File: src/rtl/mem_bus_arbiter.sv
// Merges the core's instruction-read, data-read and data-write buses onto one memory port.
// One transaction in flight at a time; fixed priority dwr > drd > inst with a fetch anti-starvation override.
module mem_bus_arbiter #(
    parameter int unsigned ADDR_W       = 32,
    parameter int unsigned DATA_W       = 32,
    parameter int unsigned STARVE_LIMIT = 4
) (
    input  logic                clk,
    input  logic                rst_n,

    input  logic                inst_req,
    input  logic [ADDR_W-1:0]   inst_addr,
    output logic                inst_ready,
    output logic [DATA_W-1:0]   inst_rdata,

    input  logic                drd_req,
    input  logic [ADDR_W-1:0]   drd_addr,
    output logic                drd_ready,
    output logic [DATA_W-1:0]   drd_rdata,

    input  logic                dwr_req,
    input  logic [ADDR_W-1:0]   dwr_addr,
    input  logic [DATA_W-1:0]   dwr_wdata,
    input  logic [DATA_W/8-1:0] dwr_wstrb,
    output logic                dwr_ready,

    output logic                mem_req,
    output logic                mem_we,
    output logic [ADDR_W-1:0]   mem_addr,
    output logic [DATA_W-1:0]   mem_wdata,
    output logic [DATA_W/8-1:0] mem_wstrb,
    input  logic                mem_ready,
    input  logic [DATA_W-1:0]   mem_rdata
);

    localparam logic [3:0] STARVE_MAX = 4'(STARVE_LIMIT);

    typedef enum logic [1:0] {
        StIdle,
        StBusy,
        StResp
    } state_t;

    typedef enum logic [1:0] {
        GntInst,
        GntDrd,
        GntDwr
    } gnt_t;

    state_t     state;
    gnt_t       gnt;
    gnt_t       pick;
    logic       pick_valid;
    logic       starved;
    logic [3:0] starve_cnt;

    // Winner selection for the current IDLE cycle.
    always_comb begin
        starved    = inst_req && (starve_cnt == STARVE_MAX);
        pick_valid = inst_req || drd_req || dwr_req;
        pick       = GntInst;
        if (starved) begin
            pick = GntInst;
        end else if (dwr_req) begin
            pick = GntDwr;
        end else if (drd_req) begin
            pick = GntDrd;
        end
    end

    always_ff @(posedge clk or negedge rst_n) begin
        if (!rst_n) begin
            state      <= StIdle;
            gnt        <= GntInst;
            starve_cnt <= 4'd0;
            mem_req    <= 1'b0;
            mem_we     <= 1'b0;
            mem_addr   <= '0;
            mem_wdata  <= '0;
            mem_wstrb  <= '0;
            inst_ready <= 1'b0;
            drd_ready  <= 1'b0;
            dwr_ready  <= 1'b0;
            inst_rdata <= '0;
            drd_rdata  <= '0;
        end else begin
            // Ready outputs are single-cycle pulses unless set below.
            inst_ready <= 1'b0;
            drd_ready  <= 1'b0;
            dwr_ready  <= 1'b0;

            unique case (state)
                StIdle: begin
                    if (pick_valid) begin
                        gnt     <= pick;
                        mem_req <= 1'b1;
                        state   <= StBusy;

                        unique case (pick)
                            GntDwr: begin
                                mem_we    <= 1'b1;
                                mem_addr  <= dwr_addr;
                                mem_wdata <= dwr_wdata;
                                mem_wstrb <= dwr_wstrb;
                            end
                            GntDrd: begin
                                mem_we    <= 1'b0;
                                mem_addr  <= drd_addr;
                                mem_wdata <= '0;
                                mem_wstrb <= '0;
                            end
                            default: begin
                                mem_we    <= 1'b0;
                                mem_addr  <= inst_addr;
                                mem_wdata <= '0;
                                mem_wstrb <= '0;
                            end
                        endcase

                        // Count data grants that bypassed a waiting fetch.
                        if (pick != GntInst && inst_req) begin
                            if (starve_cnt != STARVE_MAX) begin
                                starve_cnt <= starve_cnt + 4'd1;
                            end
                        end else begin
                            starve_cnt <= 4'd0;
                        end
                    end
                end

                StBusy: begin
                    if (mem_ready) begin
                        mem_req <= 1'b0;
                        state   <= StResp;
                        unique case (gnt)
                            GntDwr: begin
                                dwr_ready <= 1'b1;
                            end
                            GntDrd: begin
                                drd_ready <= 1'b1;
                                drd_rdata <= mem_rdata;
                            end
                            default: begin
                                inst_ready <= 1'b1;
                                inst_rdata <= mem_rdata;
                            end
                        endcase
                    end
                end

                StResp: begin
                    state <= StIdle;
                end

                default: begin
                    state <= StIdle;
                end
            endcase
        end
    end

endmodule
File: config.mk
export PLATFORM = sky130hd
export DESIGN_NAME = mem_bus_arbiter
export DESIGN_NICKNAME = d
export VERILOG_FILES = /design/src/rtl/mem_bus_arbiter.sv
export SDC_FILE = /design/constraint.sdc
export NUM_CORES = 1
export LEC_CHECK = 0
export ABC_AREA = 1
export CORE_UTILIZATION = 45
export DETAILED_ROUTE_END_ITERATION = 12
export PLACE_DENSITY = 0.9
export SYNTH_ARGS = -nofsm -noshare
export SYNTH_HDL_FRONTEND = slang
export SYNTH_SLANG_ARGS = --single-unit
File: constraint.sdc
create_clock -name clk -period 6 [get_ports clk]
set_input_delay 1.5 -clock clk [delete_from_list [all_inputs] [get_ports clk]]
set_output_delay 1.5 -clock clk [all_outputs]
set_load 0.01 [all_outputs]
======== Word level (Yosys, flattened, before mapping) ========
Cells that the tools add are included.
cells by class
  multiply operators ...................... 0
  reductions and logical operators ........ 14
  $lt $le $gt $ge ......................... 0
  shift operators ......................... 0
  divide/modulo/power cells ............... 0
  multiplexer cells ....................... 24
  equal/unequal tests ..................... 10
  bitwise operators ....................... 1
  $add $sub $neg .......................... 1
operators by type and width
  cell                 number
  $pmux 32 s2          1
  $mux 32              1
  $mux 1               13
  $mux 4               3
  $reduce_and 3->1     4
  $mux 2               4
  $eq 2x1->1 const B   3
  $add 4x1->4 const B  1
  $eq 2x2->1 const B   2
  $eq 4x3->1 const B   1
  $ne 2x2->1 const B   2
  $ne 4x3->1 const B   1
  $pmux 2 s2           1
  $reduce_and 2->1     2
  $reduce_bool 2->1    2
  $logic_and 1x1->1    2
  $logic_not 2->1      1
  $logic_or 1x1->1     2
  $ne 2x1->1 const B   1
  $pmux 1 s2           1
  $reduce_or 2->1      1
  $not 1->1            1
word-level totals
  bits in read-only memories .............. 0
  bits in registers ....................... 145
  input port bits ......................... 170
  memories kept ........................... 0
  logic and storage cells ................. 63
  bits in latches ......................... 0
  output and inout port bits .............. 137
  bits in writable memories ............... 0

======== Longest topological paths before layout ========
Gate-level depths: netlist (run 1).
  depth in word-level cells ............... 7
  depth in mapped cells ................... 12
  gate-level depth less buffers ........... 12

======== Worst setup path after synthesis (run 1) ========
OpenSTA, ideal clock, no wires.
  kind .................................... in2reg
  from .................................... in inst_req
  to ...................................... reg mem_addr[10]
  library setup time ...................... 0.133 ns
  arrival time ............................ 2.629 ns
  buffers on the path ..................... 2
  stages .................................. 8
  required time ........................... 5.867 ns
  path slack .............................. 3.238 ns
  path through ............................ nand4_1 -> nand3_1 -> inv_1 -> ha_1 -> buf_4 -> clkbuf_4 -> mux2i_1 -> o21ai_0
between the ends
  longest elaborated chain between the ends .. 4
  elaborated cells on any way between the ends .. 8
  classes of those cells .................. 2 x eq/ne; 2 x mux; 4 x reduce/logical
RTL lines
  item                                             line  RTL
  start, declared                                  11    input logic inst_req,
  $logic_and 1x1->1 (*)                            59    starved = inst_req && (starve_cnt == STARVE_MAX);
  $mux 2 (*)                                       62    if (starved) begin
  via pick[0]                                      52    gnt_t pick;
  $eq 2x1->1 / $eq 2x2->1 (equally long branches)  99    unique case (pick)
  $pmux 32 s2 (*)                                  99
  end signal, assigned                             102   mem_addr <= dwr_addr;
  end signal, assigned                             108   mem_addr <= drd_addr;
  end signal, assigned                             114   mem_addr <= inst_addr;
  end, declared                                    29    output logic [ADDR_W-1:0] mem_addr,
Mark *: on every way through the listed nets, which the timed path passes. The rest lies on a longest branch.
A chain may end at the register's enable or synchronous reset.

======== Final worst setup path (run 1) ========
  from .................................... in inst_req
  to ...................................... reg mem_addr[23]
between the ends
  longest elaborated chain between the ends .. 4
  elaborated cells on any way between the ends .. 8
  classes of those cells .................. 2 x eq/ne; 2 x mux; 4 x reduce/logical
RTL lines
  item                                             line
  $logic_and 1x1->1                                59
  $mux 2                                           62
  $eq 2x1->1 / $eq 2x2->1 (equally long branches)  99
  $pmux 32 s2                                      99
Parallel ways exist; a longest one is shown, timed or not.

==> impl_results.md, run 1 <==
- Final wirelength: 18.4 mm
- Initial antenna violation count: 0
- RePlAce Congestion: 0.816
- Layout cells sized above 1: 0.0920
- Setup ws final: 2430 ps
- DR iter-0 viols: 378
- Post-CTS sizing: 0
- Via count: 5838
- Critical Path AT: 3890 ps
- Share of power burned in registers: 0.350
- Largest fanout on the critical path: 51
- Die H: 123 µm
- Tot GR Track Use: 0.246
- Area growth from synthesis to layout: 54.1%
- Final Max Slew Viols: 0
- Routed Antenna Nets: 0
- Vias in the first global route: 5792
- Row cnt: 43
- Worst-Skew Late Latency: 410 ps
- Critical path class: input pin to register
- Post-route DRC violation count: 0
- Post-synthesis register bit count: 145
- Sink Count: 145
- Max cap viols: 0
- Nature of the critical path startpoint: input pin
- LEAKAGE: 4.76 nW
- Total Neg Setup Slack: 0 ps
- Post-CTS Hold Buffers: 0
- NetSw: 0.00162 W
- Mean routed wirelength per cell: 15.3 µm
- Filler Cell Count: 994
- CTS tree: built
- # diodes: 0
- CP max stage delay: 840 ps
- Max Freq: 280 MHz
- Actual slew at the worst max-slew pin: 1010 ps
- Logic pwr share: 0.431
- Final nets: 1186
- H-tree depth: 4
- Synth Instances: 723
- Number of port buffers: 306
- Post-DP HPWL: 13.5 mm
- I/O pin total: 307
- Yosys cell types: 23
- CP Data Required Time: 6320 ps
- Power per Cell Area: 460 nW/µm²
- Final setup viols: 0
- Synth Warn #: 0
- CTS clock-pin slew for the worst setup and hold paths: 60 ps
- GR Overflow Total: 0
- CP max stage cell: ha_2
- Critical path origin: inst_req
- Vias per cell: 4.86
- Postcts setup bufs: 0
- Synth Area per Inst: 9.14 µm²
- Kind of end point of the critical path: register
- Max transition margin: 0.325
- Clock Skews: 6.85 ps
- Synth Net Count: 900
- Min-delay src: inst_rdata[10]$_DFFE_PN0P_
- Outcome: finished clean
- Deepest clock path buffer count: 2
- Pin count of the biggest net entering global routing: 117
- Die ar.: 15200 µm²
- Reg2reg start: starve_cnt[0]$_DFFE_PN0P_
- CTS root buf: clkbuf_16
- RSZ-0062 raised after global routing: no
- Most used cell, CP: nand2_1
- Core Box Area: 14100 µm²
- Net Sw Frac: 0.345
- DR pass1 iterations: 4
- Proportion of power drawn by the clock network: 0.220
- Min-Delay Path Class: register to register
- Die X: 123 µm
- Fin crit share: 0.595
- Worst ir drop on vdd: 227 µV
- Post-synthesis instance area: 6610 µm²
- CP Cell Sequence: clkdlybuf4s50_1 -> nand4_1 -> nand3_1 -> ha_2 -> buf_4 -> nand2_1 -> nand2_1 -> mux2i_1 -> o21ai_0
- Register area share after synthesis: 0.549
- First-pass GRT wire length: 28.1 mm
- Fin util: 0.723
- Pre-CTS setup slack: 2000 ps
- Num CTS Buffers: 17
- Fin. Hold Viols: 0
- Int Power: 0.00307 W
- Fin crit period: 3570 ps
- Initial Utilization: 0.469
[metal layers]
metal  global-route usage  vias up  wire [µm]
met5                    0        -          0
li1                     -     2863          -
met3               0.0738       39       1460
met1                0.265     2692       6840
met2                0.441      244       9580
met4                0.110        0        576
[power groups by stage]
stage / clock [W] / sequential, W / combinational, W
final: 0.00103 / 0.00164 / 0.00202
after global routing: 0.00109 / 0.00169 / 0.00221
after CTS: 0.00105 / 0.00164 / 0.00205
after detailed placement: 0 / 0.00165 / 0.00203
after global placement: 0 / 0.00163 / 0.00198
after floorplan: 0 / 0.00182 / 0.000780
[worst paths after layout]
| kind | end | slack, ps | depth (start not counted) |
|---|---|---|---|
| min in group asynchronous | drd_rdata[13]$_DFFE_PN0P_ | 1210 | 1 |
| min | inst_rdata[10]$_DFFE_PN0P_ | 480 | 2 |
| min reg2reg | inst_rdata[10]$_DFFE_PN0P_ | 480 | 2 |
| max reg2reg | mem_addr[23]$_DFFE_PN0P_ | 3340 | 11 |
| max | mem_addr[23]$_DFFE_PN0P_ | 2430 | 9 |
| max in group asynchronous | starve_cnt[0]$_DFFE_PN0P_ | 3700 | 2 |
[cells in the final DEF (no fill, tap or decap)]
| cell type | Yosys | layout |
|---|---|---|
| clkdlybuf4s50_1 | 0 | 305 |
| nand2_1 | 290 | 290 |
| dfrtp_1 | 145 | 145 |
| o21ai_0 | 67 | 67 |
| inv_1 | 47 | 47 |
| o21ai_2 | 46 | 46 |
| mux2i_1 | 32 | 32 |
| o21ai_1 | 23 | 23 |
| clkbuf_16 | 0 | 17 |
| nor2_1 | 7 | 7 |
| ha_1 | 7 | 5 |
| buf_4 | 4 | 5 |
| clkinv_2 | 0 | 4 |
| clkinvlp_4 | 0 | 4 |
| nand3_1 | 3 | 3 |
| inv_2 | 3 | 3 |
| nand2_2 | 3 | 3 |
| nand4_1 | 2 | 2 |
| ha_2 | 0 | 2 |
| bufinv_16 | 0 | 2 |
| inv_6 | 0 | 2 |
| nor2_4 | 1 | 1 |
| nand2_4 | 1 | 1 |
| nor2_2 | 1 | 1 |
| xnor2_1 | 1 | 1 |
| clkbuf_8 | 0 | 1 |
| clkinv_4 | 0 | 1 |
| clkbuf_1 | 8 | 1 |
| buf_6 | 18 | 1 |
[critical path: cells and delay by family]
kind / cells / cell delay [ps]
multiplexers: 1 / 60
AND/OR/NAND/NOR: 4 / 460
buffers and inverters: 2 / 870
AO/OA/AOI/OAI: 1 / 170
adder cells (fa/ha/maj): 1 / 840
[cell usage after synthesis]
| master | number | area [µm²] |
|---|---|---|
| buf_2 | 11 | 55.1 |
| buf_4 | 4 | 30.0 |
| buf_6 | 18 | 203 |
| clkbuf_1 | 8 | 30.0 |
| clkbuf_2 | 2 | 10.0 |
| clkbuf_4 | 1 | 7.51 |
| dfrtp_1 | 145 | 3630 |
| ha_1 | 7 | 87.6 |
| inv_1 | 47 | 176 |
| inv_2 | 3 | 11.3 |
| mux2i_1 | 32 | 320 |
| nand2_1 | 290 | 1090 |
| nand2_2 | 3 | 18.8 |
| nand2_4 | 1 | 11.3 |
| nand3_1 | 3 | 15.0 |
| nand4_1 | 2 | 12.5 |
| nor2_1 | 7 | 26.3 |
| nor2_2 | 1 | 6.26 |
| nor2_4 | 1 | 11.3 |
| o21ai_0 | 67 | 335 |
| o21ai_1 | 23 | 115 |
| o21ai_2 | 46 | 403 |
| xnor2_1 | 1 | 8.76 |
[sequential cells by signal (all words and copies together), names as in the netlist]
register and cells:
mem_req 1, mem_wstrb 4, drd_ready 1, gnt 2, starve_cnt 4, state 2
inst_rdata 32, dwr_ready 1, inst_ready 1, mem_wdata 32, mem_addr 32, drd_rdata 32
mem_we 1
[cell type report]
| type | instances | area, µm² | share of cell area |
|---|---|---|---|
| Clock buffer | 19 | 443 | 0.0435 |
| Clock inverter | 13 | 136 | 0.0134 |
| Inverter | 50 | 188 | 0.0184 |
| Multi-Input combinational cell | 484 | 2460 | 0.242 |
| Sequential cell | 145 | 3630 | 0.356 |
| Tap cell | 180 | 225 | 0.0221 |
| Timing Repair Buffer | 311 | 3100 | 0.304 |
[stage by stage]
| step | total power (W) | std cells | hold WS [ps] | cell area (µm²) |
|---|---|---|---|---|
| 2_1_floorplan | 0.00260 | 723 | 471 | 6610 |
| 3_3_place_gp | 0.00361 | 1170 | 462 | 9610 |
| 3_5_place_dp | 0.00368 | 1170 | 468 | 9610 |
| 4_1_cts | 0.00474 | 1202 | 482 | 10200 |
| 5_1_grt | 0.00498 | 1202 | 498 | 10200 |
| 6_report | 0.00469 | 1202 | 480 | 10200 |
[cells by family (layout without fill, tap and decap cells)]
| family | Yosys count | count (layout) | share of synthesized area |
|---|---|---|---|
| and+or+nand+nor | 308 | 308 | 0.180 |
| DFF | 145 | 145 | 0.549 |
| AOI/OAI and AO/OA | 136 | 136 | 0.129 |
| buffers and inverters | 94 | 393 | 0.0791 |
| muxes | 32 | 32 | 0.0484 |
| adders and majority gates | 7 | 7 | 0.0132 |
| xor gates and xnor gates | 1 | 1 | 0.00132 |
(Power assumes the default switching activity.)
==> run 2: changes to the inputs <==
--- a/config.mk
+++ b/config.mk
@@ -6,9 +6,9 @@
 export NUM_CORES = 1
 export LEC_CHECK = 0
 export ABC_AREA = 1
-export CORE_UTILIZATION = 45
+export CORE_UTILIZATION = 42
 export DETAILED_ROUTE_END_ITERATION = 12
-export PLACE_DENSITY = 0.9
+export PLACE_DENSITY = 0.85
 export SYNTH_ARGS = -nofsm -noshare
 export SYNTH_HDL_FRONTEND = slang
 export SYNTH_SLANG_ARGS = --single-unit
==> constraint.sdc (replaced) <==
create_clock -name clk -period 3.3 [get_ports clk]
set_input_delay 0.825 -clock clk [delete_from_list [all_inputs] [get_ports clk]]
set_output_delay 0.825 -clock clk [all_outputs]
set_load 0.01 [all_outputs]
==> impl_results.md, run 2 (same netlist as run 1, synthesis figures left out) <==
- Outcome: finished clean
- Min-Delay Path Class: input pin to asynchronous set/reset pin
- Mean routed wirelength per cell: 14.7 µm
- Number of port buffers: 306
- Num CTS Buffers: 17
- Kind of end point of the critical path: register
- Final Hold Slack: 369 ps
- GR Overflow Total: 0
- Fin crit share: 0.750
- Max Freq: 404 MHz
- Critical path origin: inst_req
- Filler Cell Count: 1188
- Most frequent cells in the layout: 305 x clkdlybuf4s50_1, 290 x nand2_1, 145 x dfrtp_1
- I/O pin total: 307
- LEAKAGE: 4.83 nW
- Initial antenna violation count: 0
- Commonest non-fill, non-tap cell in the layout: clkdlybuf4s50_1
- Worst-Skew Late Latency: 410 ps
- H-tree depth: 4
- Pre-CTS setup slack: 395 ps
- Sink Count: 145
- # diodes: 0
- DR pass1 iterations: 5
- RePlAce Congestion: 0.807
- CTS tree: built
- Die ar.: 16200 µm²
- Fin crit period: 2470 ps
- Reg2reg start: starve_cnt[0]$_DFFE_PN0P_
- Die H: 127 µm
- Tot GR Track Use: 0.231
- Post-CTS sizing: 0
- Post-DP HPWL: 13.5 mm
- CP endpoint: mem_addr[22]$_DFFE_PN0P_
- Max cap viols: 0
- Vias per cell: 4.69
- CTS clock-pin slew for the worst setup and hold paths: 60 ps
- Final instance count without filler cells: 1237
- Row cnt: 45
- Core Box Area: 15300 µm²
- Worst reg-to-reg setup slack: 1040 ps
- Nature of the critical path startpoint: input pin
- Final wirelength: 18.1 mm
- Via count: 5798
- Postcts setup bufs: 0
- Critical path class: input pin to register
- Final setup viols: 0
- Pin count of the biggest net entering global routing: 66
- Final total power: 0.00869 W
- RSZ-0062 raised after global routing: no
- First-pass GRT wire length: 28.9 mm
- Vias in the first global route: 5704
- Critical Path AT: 2760 ps
- Final Max Slew Viols: 0
- Power per Cell Area: 840 nW/µm²
- Deepest clock path buffer count: 2
- Post-route DRC violation count: 0
- Setup ws final: 827 ps
- DR iter-0 viols: 297
- Initial Utilization: 0.433
- Routed Antenna Nets: 0
- CP Data Required Time: 3580 ps
- Area growth from synthesis to layout: 56.6%
- Post-CTS Hold Buffers: 0
- Worst reg2reg path depth: 9
- Clock Skews: 8.38 ps
- Die X: 127 µm
- Worst ir drop on vdd: 389 µV
- Actual slew at the worst max-slew pin: 758 ps
- Largest fanout on the critical path: 24
- CTS root buf: clkbuf_16
- Max transition margin: 0.495
- Total Neg Setup Slack: 0 ps
- Layout cells sized above 1: 0.0965
- Placed insts: 1205
- RR Endpoint: mem_addr[22]$_DFFE_PN0P_
- Fin. Hold Viols: 0
- Final nets: 1190
run 2: worst min-delay path by stage:
stage / end / depth (start not counted)
after floorplan: starve_cnt[3]$_DFFE_PN0P_ / 2
after global placement: inst_rdata[14]$_DFFE_PN0P_ / 2
after detailed placement: inst_rdata[14]$_DFFE_PN0P_ / 2
after CTS: drd_rdata[10]$_DFFE_PN0P_ / 1
after global routing: drd_rdata[10]$_DFFE_PN0P_ / 1
final: drd_rdata[9]$_DFFE_PN0P_ / 1
run 2: area by class of cell:
cell class,instances,area (µm²),share of cell area
sequential,145,3630,0.350
timing repair buffer,315,3190,0.309
multi-input combinational,484,2460,0.238
clock buffer,17,425,0.0411
tap,211,264,0.0255
clock inverter,15,189,0.0182
inverter,50,188,0.0181
run 2: layer usage:
layer  part of all wire  global-route usage  up-vias
met5                  0                   0        -
met4              0.028               0.102        0
met3              0.076              0.0670       28
met2               0.51               0.402      241
met1               0.38               0.264     2653
li1                   -                   -     2876
run 2: power breakdown:
group | switching (W) | internal (W) | leakage (nW)
Combinational | 0.00177 | 0.00195 | 2.67
Sequential | 0.000436 | 0.00255 | 1.86
Clock | 0.000729 | 0.00126 | 0.307
run 2: per-stage QoR:
step                cell area [µm²]   util
floorplan                      6610      -
global placement               9740  0.638
detailed placement             9740  0.638
CTS                           10400  0.679
global route                  10400  0.679
finish                        10400  0.679
run 2: critical path, cell delays in order:
cell	delay (ps)
clkdlybuf4s50_1	500
nand4_1	130
nand3_1	170
inv_1	70
ha_2	510
buf_12	250
mux2i_1	210
o21ai_0	90
